**src/rtl/fp_pkg.sv**
```systemverilog
// fp_pkg: shared IEEE-754 single-precision constants, divider state encoding and field helper.
package fp_pkg;
    localparam int EXP_BIAS = 127;
    localparam int EXP_MAX = 255;
    localparam logic [31:0] QNAN = 32'h7FC00000;
    localparam logic [31:0] INF_MAG = 32'h7F800000;

    typedef enum logic [2:0] {IDLE, CHECK, DIVIDE, ROUND, DONE} divState_t;

    typedef struct packed {
        logic        sign;
        logic [7:0]  exp;
        logic [22:0] frac;
    } fpField_t;

    function automatic fpField_t fields(input logic [31:0] x);
        return fpField_t'(x);
    endfunction
endpackage

```
**src/rtl/xor_signo.sv**
```systemverilog
// xor_signo: sign of a product or quotient from the two operand signs.
module xor_signo (
    input  logic signA,
    input  logic signB,
    output logic signo
);
    assign signo = signA ^ signB;
endmodule

```
**src/rtl/divisor_fp.sv**
```systemverilog
// divisor_fp: sequential IEEE-754 single divider, restoring radix-2, round-to-nearest-even.
// Subnormal inputs read as signed zero; results below the normal range flush to signed zero.
module divisor_fp
    import fp_pkg::*;
#(
    parameter int EXP_W = 8,
    parameter int MAN_W = 23
) (
    input  logic                 clk,
    input  logic                 rst,
    input  logic                 start,
    input  logic [EXP_W+MAN_W:0] a,
    input  logic [EXP_W+MAN_W:0] b,
    output logic                 ready,
    output logic                 done,
    output logic [EXP_W+MAN_W:0] result,
    output logic                 div_cero,
    output logic                 overflow,
    output logic                 underflow
);
    localparam int QW = MAN_W + 3;
    localparam logic signed [EXP_W+1:0] E_MAX = (EXP_W+2)'(EXP_MAX);
    localparam logic signed [EXP_W+1:0] E_ZERO = '0;

    divState_t state, nextState;
    logic [EXP_W+MAN_W:0] aReg, bReg, specRes, roundRes;
    fpField_t fa, fb;
    logic sgn, aNan, aInf, aZero, bNan, bInf, bZero, isNan, special, specDz;
    logic [MAN_W+1:0] rem, nextRem;
    logic [MAN_W:0] mb, fracSum;
    logic [MAN_W-1:0] frac;
    logic [QW-1:0] quo;
    logic [4:0] cnt;
    logic signed [EXP_W+1:0] expR, expAdj, expFin;
    logic geq, hi, guard, sticky, roundUp, ofl, ufl;

    assign fa = fields(aReg);
    assign fb = fields(bReg);

    xor_signo uSign (.signA(fa.sign), .signB(fb.sign), .signo(sgn));

    assign aNan = (&fa.exp) & (|fa.frac);
    assign aInf = (&fa.exp) & ~(|fa.frac);
    assign aZero = ~(|fa.exp);
    assign bNan = (&fb.exp) & (|fb.frac);
    assign bInf = (&fb.exp) & ~(|fb.frac);
    assign bZero = ~(|fb.exp);
    assign isNan = aNan | bNan | (aZero & bZero) | (aInf & bInf);
    assign special = isNan | aInf | aZero | bInf | bZero;
    assign specRes = isNan ? QNAN : (aInf | bZero) ? {sgn, INF_MAG[30:0]} : {sgn, 31'b0};
    assign specDz = ~isNan & bZero & ~aInf;

    // One restoring step: subtract the divisor when it fits, then shift for the next quotient bit
    assign mb = {1'b1, fb.frac};
    assign geq = rem >= {1'b0, mb};
    assign nextRem = geq ? rem - {1'b0, mb} : rem;

    // Quotient lies in (2^24, 2^26): the top bit decides which 24-bit window holds the mantissa
    assign hi = quo[QW-1];
    assign frac = hi ? quo[QW-2:2] : quo[QW-3:1];
    assign guard = hi ? quo[1] : quo[0];
    assign sticky = (hi & quo[0]) | (|rem);
    assign roundUp = guard & (sticky | frac[0]);
    assign fracSum = {1'b0, frac} + {{MAN_W{1'b0}}, roundUp};
    assign expAdj = hi ? expR : expR - (EXP_W+2)'(1);
    assign expFin = expAdj + {{(EXP_W+1){1'b0}}, fracSum[MAN_W]};
    assign ofl = expFin >= E_MAX;
    assign ufl = expFin <= E_ZERO;
    assign roundRes = ofl ? {sgn, INF_MAG[30:0]} : ufl ? {sgn, 31'b0} :
                      {sgn, expFin[EXP_W-1:0], fracSum[MAN_W-1:0]};

    always_comb begin
        nextState = state;
        ready = state == IDLE;
        done = state == DONE;
        case (state)
            IDLE:    nextState = start ? CHECK : IDLE;
            CHECK:   nextState = special ? DONE : DIVIDE;
            DIVIDE:  nextState = (cnt == 5'(QW-1)) ? ROUND : DIVIDE;
            ROUND:   nextState = DONE;
            default: nextState = IDLE;
        endcase
    end

    always_ff @(posedge clk or posedge rst) begin
        if (rst) begin
            state <= IDLE;
            aReg <= '0;
            bReg <= '0;
            rem <= '0;
            quo <= '0;
            cnt <= '0;
            expR <= '0;
            result <= '0;
            div_cero <= 1'b0;
            overflow <= 1'b0;
            underflow <= 1'b0;
        end else begin
            state <= nextState;
            case (state)
                IDLE: if (start) begin
                    aReg <= a;
                    bReg <= b;
                    div_cero <= 1'b0;
                    overflow <= 1'b0;
                    underflow <= 1'b0;
                end
                CHECK: begin
                    rem <= {2'b01, fa.frac};
                    quo <= '0;
                    cnt <= '0;
                    expR <= (EXP_W+2)'(fa.exp) - (EXP_W+2)'(fb.exp) + (EXP_W+2)'(EXP_BIAS);
                    if (special) begin
                        result <= specRes;
                        div_cero <= specDz;
                    end
                end
                DIVIDE: begin
                    rem <= nextRem << 1;
                    quo <= {quo[QW-2:0], geq};
                    cnt <= cnt + 5'd1;
                end
                ROUND: begin
                    result <= roundRes;
                    overflow <= ofl;
                    underflow <= ufl;
                end
                default: ;
            endcase
        end
    end
endmodule

```
**config.mk**
```make
export PLATFORM = sky130hd
export DESIGN_NAME = divisor_fp
export DESIGN_NICKNAME = d
export VERILOG_FILES = /design/src/rtl/fp_pkg.sv /design/src/rtl/xor_signo.sv /design/src/rtl/divisor_fp.sv
export SDC_FILE = /design/constraint.sdc
export NUM_CORES = 1
export LEC_CHECK = 0
export CAP_MARGIN = 20
export CORE_AREA = 4 4 127 177
export DETAILED_ROUTE_END_ITERATION = 8
export DIE_AREA = 0 0 131 181
export GPL_TIMING_DRIVEN = 0
export MAX_ROUTING_LAYER = met4
export PLACE_DENSITY = 0.82
export SETUP_SLACK_MARGIN = 0.5
export SYNTH_ARGS = -nofsm -noshare
export SYNTH_HDL_FRONTEND = slang
export SYNTH_SLANG_ARGS = --single-unit
```
**constraint.sdc**
```tcl
create_clock -name clk -period 15.85 [get_ports clk]
set_input_delay 3.17 -clock clk [delete_from_list [all_inputs] [get_ports clk]]
set_output_delay 3.17 -clock clk [all_outputs]
set_load 0.01 [all_outputs]
```
# After elaboration in Yosys (flattened, before gate mapping)
# Cells that the tools add are included.
# word_totals
elab_cells,93
output_inout_bits,37
reg_bits,168
in_bits,67
# classes
n_addsub,7
n_reduce_logical,16
magnitude_cmp,3
n_bitwise,27
n_eq_ne,7
muxes,22
# op_table
operator,n
31-bit two-way mux,3
32-bit two-way mux,2
32-bit one-hot mux with 2 select lines,1
26-bit one-hot mux with 2 select lines,1
25-bit one-hot mux with 2 select lines,1
23-bit OR reduction,2
25-bit by 24-bit >= comparator with 1-bit output,1
25-bit OR reduction,1
23-bit by 1-bit adder with 24-bit output,1
24-bit two-way mux,1
24-bit subtractor,1
23-bit two-way mux,1
8-bit AND reduction,2
8-bit OR reduction,2
3-bit one-hot mux with 4 select lines,1
10-bit by 1-bit adder with 10-bit output,1
9-bit by 8-bit adder with 10-bit output (second input constant),1
1-bit bitwise AND,10
10-bit by 9-bit >= comparator with 1-bit output (second input constant),1
10-bit by 1-bit <= comparator with 1-bit output (second input constant),1
10-bit two-way mux,1
1-bit OR,10
5-bit one-hot mux with 2 select lines,1
10-bit by 2-bit subtractor with 10-bit output (second input constant),1
other kinds (16),34

# Depth between registers and ports, before layout
# Gate-level depths: netlist of the first run.
# depth
depth_word,11
mapped_depth,20
depth_no_buf,16

# Cells and area by module
# A second synthesis of the first run with hierarchy kept.
# hier_totals
hier_cells,1176
area_unflattened_um2,10095.9
# modules_own_cells
module,area_per_inst_um2,n_inst,cells_each,seq_area_each_um2
divisor_fp,10087.2,1,1175,4204.0
xor_signo,8.8,1,1,0.0

# Worst setup path after synthesis of the first run
# No wires, ideal clock.
# synth_timing
path_type,reg-to-reg
from,register quo[25]
to,register result[10]
path_buffers,4
required_ns,15.729
path_slack_ns,11.013
path_stages_with_launch,19
setup_time_ns,0.121
arrival_time_ns,4.716
synth_period_minus_slack_ns,4.837
cell_sequence,dfrtp_1 > clkbuf_1 > buf_2 > nand2_1 > a2111o_1 > nor4_1 > nand3_1 > nor2b_1 > ha_1 > ha_1 > or4bb_1 > o21ai_0 > o211ai_1 > xnor2_1 > or4_1 > and3_1 > buf_6 > buf_6 > a22o_1
# synth_via
elab_chain_cells,10
word_cells_on_any_way,14
cone_classes,2 x add/sub; 2 x order compare; 6 x mux; 4 x bitwise
# synth_rtl
element,line_no,text
from (decl),divisor_fp.sv:32,logic [QW-1:0] quo;
from (signal assigned),divisor_fp.sv:120,"quo <= {quo[QW-2:0], geq};"
1-bit bitwise AND,divisor_fp.sv:62,assign sticky = (hi & quo[0]) | (|rem);
1-bit OR,divisor_fp.sv:62,
1-bit OR,divisor_fp.sv:63,assign roundUp = guard & (sticky | frac[0]);
1-bit bitwise AND,divisor_fp.sv:63,
23-bit by 1-bit adder with 24-bit output,divisor_fp.sv:64,"assign fracSum = {1'b0, frac} + {{MAN_W{1'b0}}, roundUp};"
10-bit by 1-bit adder with 10-bit output,divisor_fp.sv:66,"assign expFin = expAdj + {{(EXP_W+1){1'b0}}, fracSum[MAN_W]};"
10-bit by 1-bit <= comparator with 1-bit output,divisor_fp.sv:68,assign ufl = expFin <= E_ZERO;
31-bit two-way mux,divisor_fp.sv:69,"assign roundRes = ofl ? {sgn, INF_MAG[30:0]} : ufl ? {sgn, 31'b0} :"
31-bit two-way mux (*),divisor_fp.sv:69,
32-bit one-hot mux with 2 select lines (*),divisor_fp.sv:100,case (state)
to (signal assigned),divisor_fp.sv:114,result <= specRes;
to (signal assigned),divisor_fp.sv:124,result <= roundRes;
to (decl),divisor_fp.sv:16,"output logic [EXP_W+MAN_W:0] result,"
# Every way passes the cells marked *; elsewhere a longest branch is shown, timed or not.
# A chain may end at the register's enable or synchronous reset.

# Worst setup path after layout of the first run
# layout_timing
from,register quo[25]
to,register result[29]
# layout_via
elab_chain_cells,10
word_cells_on_any_way,14
cone_classes,2 x add/sub; 2 x order compare; 6 x mux; 4 x bitwise
# layout_rtl
element,line_no
1-bit bitwise AND,divisor_fp.sv:62
1-bit OR,divisor_fp.sv:62
1-bit OR,divisor_fp.sv:63
1-bit bitwise AND,divisor_fp.sv:63
23-bit by 1-bit adder with 24-bit output,divisor_fp.sv:64
10-bit by 1-bit adder with 10-bit output (*),divisor_fp.sv:66
10-bit by 1-bit <= comparator with 1-bit output,divisor_fp.sv:68
31-bit two-way mux,divisor_fp.sv:69
31-bit two-way mux (*),divisor_fp.sv:69
32-bit one-hot mux with 2 select lines (*),divisor_fp.sv:100
# Marked as above.

==> reports/metrics.yaml, run 1 <==
die:
  num_rows: 63
  ios: 104
  core_area_um2: 21000
  start_util_pct: 48.8
  die_w_um: 131
  die_y_um: 181
  dieArea_um2: 23700
grt:
  grt-ovfl-total: 0
  grt_max_degree: 106
  antenna_found_initial: 0
  grt_pass1_vias: 9351
  track_usage_pct: 24.9
  grt_pass1_wl_um: 46000
detailed_routing:
  wl_met3_um: 1190
  drt_iter0_drc: 681
  met2_length_um: 14600
  wl_met1_um: 11100
  top_layer_used: "met4"
  avgRoutedWirePerCell_um: 17.9
  vias: 9268
  drcViolationCount: 0
  routed_wirelength_um: 28200
  first_pass_iters: 7
  via_per_inst: 5.88
  ant_nets: 0
logic_synthesis:
  netlist_instances: 1181
  ys_warn_count: 0
  ys_seq_elements: 168
  synth_edf_count: 0
  syn_nets: 1288
  synth_ff_type: "dfrtp_1"
  avgSynthCellArea_um2: 8.69
  seq_area_frac_synth_pct: 41.0
  yosys.cell_types.count: 66
  async_reset_ff_share_pct: 100
  synth_area_um2: 10300
clocking:
  ctsResizeCount: 0
  cts_sinks: 168
  numCtsBuffers: 17
  h-tree-depth: 4
  clock_latency_ps: 450
  cts_tree: "yes"
  cts.hold.buffers_added: 0
  cts-root-buf: "clkbuf_16"
  post_cts_buffers: 0
  max-clock-path-buffers: 2
  clk_pin_slew_ps: 70
worst_setup_path:
  crit_type: "flip-flop to flip-flop"
  worstSetupPathDepth: 15
  endpoint_kind: "flip-flop"
  slowest_delay_ps: 750
  r2r_cells: 15
  required_ps: 16220
  cp.arrival_ps: 6370
  crit_slowest_cell: "nor4_1"
  worstPathMaxFanout: 10
  crit_chain: "clkbuf_1 > buf_2 > nand2_1 > a2111o_1 > nor4_1 > nand3_1 > nor2b_1 > ha_1 > nor4bb_1 > nor2_1 > or4_1 > o211ai_1 > a41oi_1 > o22ai_1 > a221o_1"
  cpLargestDelayFamily: "simple AND/OR/NAND/NOR gates"
  startpoint_type: "flip-flop"
  path_buf_inv: 2
place:
  io_buffer_count: 103
  hpwlAfterDp_um: 21200
  gp_congestion: 0.973
  dp_cells: 1545
timing:
  setup_viol: 0
  min_period_over_period_pct: 37.8
  fin_skew_ps: 15.3
  hold_viol: 0
  period_needed_ps: 6000
  tightest_slew_ps: 1080
  slew_viol_final: 0
  rsz0062_at_grt: "no"
  slew_headroom_pct: 25.9
  fmax_mhz: 167
  tns_ps: 0
power_and_ir_drop:
  powerDensity_nw_per_um2: 224
  irDropWorstVdd_v: 0.000109
  p_leak_nw: 5.30
status:
  status: "complete, no violations"
cells_and_area:
  fillers: 1797
  diodes: 0
  area_delta_synth_final_pct: 19.8
  nets: 1411
  fin_cells: 1577
  drive_gt1_share_pct: 4.25
run:
  maxCapViolCount: 0
worst_hold_path:
  worstHoldPathCells: 1
  min_path_type: "flip-flop to flip-flop"
[area by class of cell]
cell class	instances	area [um2]	area share, %
clock buffer	18	439	3.57
inverter	50	195	1.59
sequential	168	4200	34.2
multi-input combinational	893	5570	45.3
tap	260	325	2.64
timing repair buffer	104	1060	8.61
buffer	70	297	2.41
clock inverter	14	206	1.68
[metal layers]
| metal | vias up | GRT usage, % |
|---|---|---|
| li1 | 4419 | - |
| met1 | 4457 | 28.0 |
| met2 | 312 | 42.4 |
| met3 | 80 | 3.79 |
| met4 | 0 | 12.2 |
| met5 | - | - |
[synth_stat cells, drive strengths merged (12+ instances only)]
cell,instances,share of area [%]
nor3,15,0.73
xnor2,40,3.4
nand4,19,1.2
mux2i,38,3.7
a21oi,51,2.5
nand2,245,9.0
a21o,12,0.88
nand3,26,1.3
dfrtp,168,41
clkbuf,59,2.2
o21ai,87,4.2
nor4,23,1.4
inv,50,1.8
ha,38,4.6
a22o,46,3.9
nor2,50,1.9
xor2,34,2.9
and3,20,1.2
[flip-flops by register name, summed over array words and instances (netlist names)]
name / cells
aReg: 32
bReg: 32
result: 32
quo: 26
rem: 25
expR: 10
cnt: 5
state: 3
div_cero: 1
overflow: 1
underflow: 1
[report_power, final]
group / internal, mW / switching, mW / leakage, nW
sequential: 0.591 / 0.162 / 2.14
clock: 0.272 / 0.190 / 0.312
combinational: 0.632 / 0.906 / 2.85
total: 1.50 / 1.26 / 5.30
[cells by family (layout without fill, tap and decap cells)]
kind of cell,after synthesis,after routing,synth area share [%]
AOI/OAI and AO/OA,272,272,17.4
and+or+nand+nor,464,464,21.3
buffers and inverters,120,256,4.72
xor gates and xnor gates,74,74,6.32
adders and majority gates,40,40,5.02
muxes,43,43,4.25
DFF,168,168,41.0
[per-stage QoR]
stage          power, mW  utilization (%)  instance area (um2)  hold slack, ps  setup WS, ps
3_3_place_gp        2.22             55.2                11600             480          6040
4_1_cts             2.74             58.4                12300             497          9920
2_1_floorplan       1.85                -                10300             457          8130
5_1_grt             2.97             58.4                12300             516          9360
6_report            2.75             58.4                12300             499          9850
3_5_place_dp        2.26             55.4                11700             484          9970
[final timing paths]
path	to	startpoint	slack, ps
worst max-delay path	result[29]	quo[25]	9850
worst min-delay path	cnt[4]	cnt[4]	500
worst max register to register	result[29]	quo[25]	9850
worst min register to register	cnt[4]	cnt[4]	500
max in group asynchronous	result[25]	rst	11780
min in group asynchronous	result[7]	rst	3160
[cells in the final DEF, fill, tap and decap left out, drive strengths merged, types with 19 or more instances in the layout]
master,instances
a21oi,51
a22o,46
and3,20
clkbuf,77
clkdlybuf4s50,103
dfrtp,168
ha,38
inv,56
mux2i,38
nand2,245
nand3,26
nand4,19
nor2,50
nor4,23
o21ai,87
xnor2,40
xor2,34
No activity file was read; power rests on OpenSTA's default activity.
==> inputs of run 2 (changes only) <==
==> constraint.sdc (replaced) <==
create_clock -name clk -period 6.1 [get_ports clk]
set_input_delay 1.22 -clock clk [delete_from_list [all_inputs] [get_ports clk]]
set_output_delay 1.22 -clock clk [all_outputs]
set_load 0.01 [all_outputs]
==> run 2 against run 1 <==
Core utilization is 0.13 points higher. Sequential power grew to 2.6 times the previous value. Clock skew is 1.8 ps lower. Worst setup slack worse by 9000 ps. First-iteration DRC count is 0.29% higher. Flip-flop and latch count stayed put. Final cell count is 0.19% higher. Combinational power grew to 2.6 times the previous value. Die area stayed put. Sequential share of layout area is 0.076 points lower. Via count is 0.23% higher. Non-clock buffer count is 3 higher.
==> reports/metrics.yaml, run 2 (synthesis gave the netlist of run 1 again) <==
clocking:
  clk_pin_slew_ps: 70
  cts_sinks: 168
  numCtsBuffers: 17
  clock_latency_ps: 450
  cts.hold.buffers_added: 0
  max-clock-path-buffers: 2
  cts_tree: "yes"
  post_cts_buffers: 0
  cts-root-buf: "clkbuf_16"
  h-tree-depth: 4
worst_setup_path:
  startpoint_type: "flip-flop"
  required_ps: 6430
  path_buf_inv: 4
  crit_chain: "clkbuf_2 > buf_2 > nand2_1 > a2111o_1 > nor4_4 > nand3_1 > nor2b_1 > ha_1 > ha_1 > or4bb_1 > o21ai_1 > o211ai_1 > xnor2_1 > or4_1 > and3_1 > buf_6 > buf_6 > a22o_1"
  endpoint_kind: "flip-flop"
  r2r-start: "quo[25]"
  r2r_cells: 18
  slowest_delay_ps: 560
  crit_type: "flip-flop to flip-flop"
  worstPathMaxFanout: 10
  cp.arrival_ps: 5620
  rrSetupSlack_ps: 800
  reg2reg_to: "result[7]"
  crit_slowest_cell: "or4_1"
  cpLargestDelayFamily: "simple AND/OR/NAND/NOR gates"
detailed_routing:
  via_per_inst: 5.88
  routed_wirelength_um: 28000
  drcViolationCount: 0
  vias: 9289
  first_pass_iters: 5
  drt_iter0_drc: 683
  ant_nets: 0
  avgRoutedWirePerCell_um: 17.7
timing:
  setup_viol: 0
  min_period_over_period_pct: 86.8
  tns_ps: 0
  slew_viol_final: 0
  slew_headroom_pct: 37.0
  tightest_slew_ps: 936
  hold_viol: 0
  fmax_mhz: 189
  rsz0062_at_grt: "no"
  hold_ws_ps: 495
  period_needed_ps: 5300
  fin_skew_ps: 13.4
run:
  maxCapViolCount: 0
place:
  gp_congestion: 0.934
  dp_cells: 1548
  dpl_cell_area_um2: 11700
  hpwlAfterDp_um: 21500
  io_buffer_count: 103
cells_and_area:
  nets: 1414
  area_delta_synth_final_pct: 20.1
  fin_cells: 1580
  final_cell_mix: "nand2_1, dfrtp_1, clkdlybuf4s50_1"
  fin_util_pct: 58.6
  final_cell_area_um2: 12300
  reg.largest.list: "aReg: 32 flops, bReg: 32 flops, result: 32 flops"
  diodes: 0
  layout_commonest_cell: "nand2_1"
  drive_gt1_share_pct: 4.85
grt:
  grt_pass1_vias: 9287
  grt_max_degree: 43
  antenna_found_initial: 0
  track_usage_pct: 24.9
  grt-ovfl-total: 0
  grt_pass1_wl_um: 46100
worst_hold_path:
  min_path_type: "flip-flop to flip-flop"
  worstHoldPathCells: 2
  min_delay_worst_endpoint: "result[31]"
  worstHoldStart: "result[31]"
power_and_ir_drop:
  powerDensity_nw_per_um2: 571
  p_leak_nw: 5.33
  irDropWorstVdd_v: 0.000277
die:
  ios: 104
  die_w_um: 131
  dieArea_um2: 23700
  core_area_um2: 21000
  start_util_pct: 48.8
  num_rows: 63
  die_y_um: 181
status:
  status: "complete, no violations"
-- run 2: changes by cell type in the layout (fill, tap and decap cells not counted), moves of 2 or more --
cell and change:
buf_12 +4, bufinv_16 -3, buf_1 -2, buf_2 +2, clkinv_8 +2
-- run 2: metal layers --
layer  part of all wire [%]  GRT usage [%]
met1                     39           28.6
met4                    5.7           13.5
met5                      0              -
met3                    4.0           3.31
met2                     51           41.5
-- run 2: per-stage QoR --
step,power [mW],setup slack (ps)
floorplan,4.80,1260
global placement,5.74,254
detailed placement,5.88,197
CTS,7.01,660
global route,7.61,527
finish,7.04,804
-- run 2: worst min-delay path: cells and delay by family (launching register included) --
kind            cells  cell delay (ps)
simple gates        1               50
flops               1              350
compound gates      1               60
-- run 2: cell type report --
type | instances | area (um2)
Fill cell | 1833 | 8720
Multi-Input combinational cell | 893 | 5600
Sequential cell | 168 | 4200
Timing Repair Buffer | 107 | 1110
Clock buffer | 18 | 439
Tap cell | 260 | 325
Buffer | 70 | 300
Inverter | 50 | 191
Clock inverter | 14 | 159
-- run 2: worst max-delay path by stage --
stage                 end  depth (start not counted)    start  slack [ps]
6_report        result[7]                         18  quo[25]         800
5_1_grt        result[24]                         17  quo[25]         530
4_1_cts         result[7]                         18  quo[25]         660
3_5_place_dp    result[7]                         17  quo[25]         200
3_3_place_gp    result[1]                         18  quo[25]         250
2_1_floorplan  result[10]                         18  quo[25]        1260
-- run 2: timing repair --
item | in CTS | in global routing
setup endpoints to repair | 31 | 31
resized for setup | 4 | 4
gates cloned | 0 | 0
-- run 2: where the power goes --
part	internal, mW	total [mW]	switching (mW)
registers	1.54	1.95	0.414
clock network	0.592	1.09	0.502
logic	1.65	4.00	2.35
total	3.77	7.04	3.27
==> RTL edit: new RTL, settings of run 1 <==
Register the output `underflow` once more, cleared by the reset; this adds one clock of latency there. The other outputs are not delayed to match.
--- a/src/rtl/divisor_fp.sv
+++ b/src/rtl/divisor_fp.sv
@@ -21,6 +21,8 @@
     localparam int QW = MAN_W + 3;
     localparam logic signed [EXP_W+1:0] E_MAX = (EXP_W+2)'(EXP_MAX);
     localparam logic signed [EXP_W+1:0] E_ZERO = '0;
+
+    logic underflow_s0;
 
     divState_t state, nextState;
     logic [EXP_W+MAN_W:0] aReg, bReg, specRes, roundRes;
@@ -94,7 +96,7 @@
             result <= '0;
             div_cero <= 1'b0;
             overflow <= 1'b0;
-            underflow <= 1'b0;
+            underflow_s0 <= 1'b0;
         end else begin
             state <= nextState;
             case (state)
@@ -103,7 +105,7 @@
                     bReg <= b;
                     div_cero <= 1'b0;
                     overflow <= 1'b0;
-                    underflow <= 1'b0;
+                    underflow_s0 <= 1'b0;
                 end
                 CHECK: begin
                     rem <= {2'b01, fa.frac};
@@ -123,11 +125,19 @@
                 ROUND: begin
                     result <= roundRes;
                     overflow <= ofl;
-                    underflow <= ufl;
+                    underflow_s0 <= ufl;
                 end
                 default: ;
             endcase
         end
     end
+    always_ff @(posedge clk or posedge rst) begin
+        if (rst) begin
+            underflow <= '0;
+        end else begin
+            underflow <= underflow_s0;
+        end
+    end
+
 endmodule
 
Behaviour: same outputs for any inputs over 10 cycles, from zero or initial values and one cycle with rst high; that may be too few to reach the edited logic, so the function may still have changed.
==> RTL edit against run 1 <==
  * Die area unchanged
  * Total power down 2.6%
  * Combinational power down 3%
  * Synthesized cell count down 1.4%
  * Worst setup slack better by 0.72 ns
  * Wire length down 1.5%
  * Area after synthesis down 1.2%
  * Sequential cell count up 1
  * Via count down 2.3%
  * Design area down 1.3%
==> RTL edit: results (changes against run 1) <==
min_to: "underflow$_DFF_PP0_"  # was cnt[4]$_DFFE_PP0P_
cpLargestDelayFamily: "buffers and inverters"  # was simple AND/OR/NAND/NOR gates
fin_area_um2: 12100  # was 12,300 um^2
drive_above_1_share_pct: 5.15  # was 4.25%
grtUsageTotal_pct: 24.5  # was 24.9%
max_stage_delay_ns: 0.66  # was 0.75 ns
synth_compound_area_share_pct: 16.7  # was 17.4%
leakage_nw: 5.27  # was 5.30 nW
dp_hpwl_mm: 21.2  # about the same
synthTopCellsByArea: "dfrtp_1, nand2_1, ha_1"  # unchanged
status: "completed"  # unchanged
place_ws_ns: 10.64  # was 9.97 ns
dr_total_vias: 9053  # was 9,268
grt_pass1_wl_mm: 44.7  # was 46.0 mm
wl_met2_mm: 14.4  # was 14.6 mm
crit_end: "ready"  # was result[29]$_DFFE_PP0P_
clk_latency_ns: 0.43  # was 0.45 ns
grt_start_max_net_pins: 119  # was 106
reg2reg_depth: 16  # was 15
r2r-end: "result[20]$_DFFE_PP0P_"  # was result[29]$_DFFE_PP0P_
arrival_ns: 2.11  # was 6.37 ns
holdWs_ns: 0.387  # was 0.499 ns
wl_met1_mm: 10.7  # was 11.1 mm
yosysSeqAreaShare_pct: 41.7  # was 41.0%
tightestPinTransition_ns: 0.744  # was 1.08 ns
placed_cell_area_um2: 11500  # was 11,700 um^2
grt_pass1_vias: 9049  # was 9,351
cts_buffers: 17  # unchanged
whs_path_depth: 0  # was 1
drt_iter0_drc: 625  # was 681
met3_length_mm: 1.17  # was 1.19 mm
synthMuxAreaShare_pct: 3.73  # was 4.26%
startpoint: "state[1]$_DFF_PP0_"  # was quo[25]$_DFFE_PP0P_
syn_nets: 1271  # was 1,288
syn_area_per_cell_um2: 8.71  # was 8.69 um^2
path_max_fanout: 8  # was 10
ys_types: 72  # was 66
max-vdd-ir-drop_v: 0.000114  # was 0.000109 V
fin_worst_skew_ns: 0.0105  # was 0.0153 ns
setup_ws_ns: 10.57  # was 9.85 ns
synth_common_cells: "nand2_1, dfrtp_1, o21ai_0"  # unchanged
synth_adder_area_share_pct: 5.08  # was 5.02%
## RTL edit: final cells by class
class	instances	area [um^2]
well taps	260	325
flip-flops and latches	169	4230
fillers	1806	8910
repair buffers	105	1060
plain buffers	60	272
clock inverters	14	173
clock buffers	18	429
multi-input cells	886	5460
inverters	49	191
## RTL edit: logic make-up (layout without fill, tap and decap cells)
logic type,Yosys count,in the layout
multiplexers,37,37
AO/OA/AOI/OAI,259,259
flip-flops,169,169
adder cells (fa/ha/maj),40,40
AND/OR/NAND/NOR,477,477
XOR/XNOR,73,73
buffers and inverters,109,246
## RTL edit: metal layers
metal  track usage [%]  vias up
met2              41.5      318
met5                 -        -
met3              3.05       96
li1                  -     4345
met1              27.5     4294
met4              13.3        0
## RTL edit: where the power goes
group / leakage, nW / internal, mW / switching [mW]
registers: 2.16 / 0.596 / 0.165
logic: 2.83 / 0.615 / 0.875
clock network: 0.285 / 0.249 / 0.181
total: 5.27 / 1.46 / 1.22
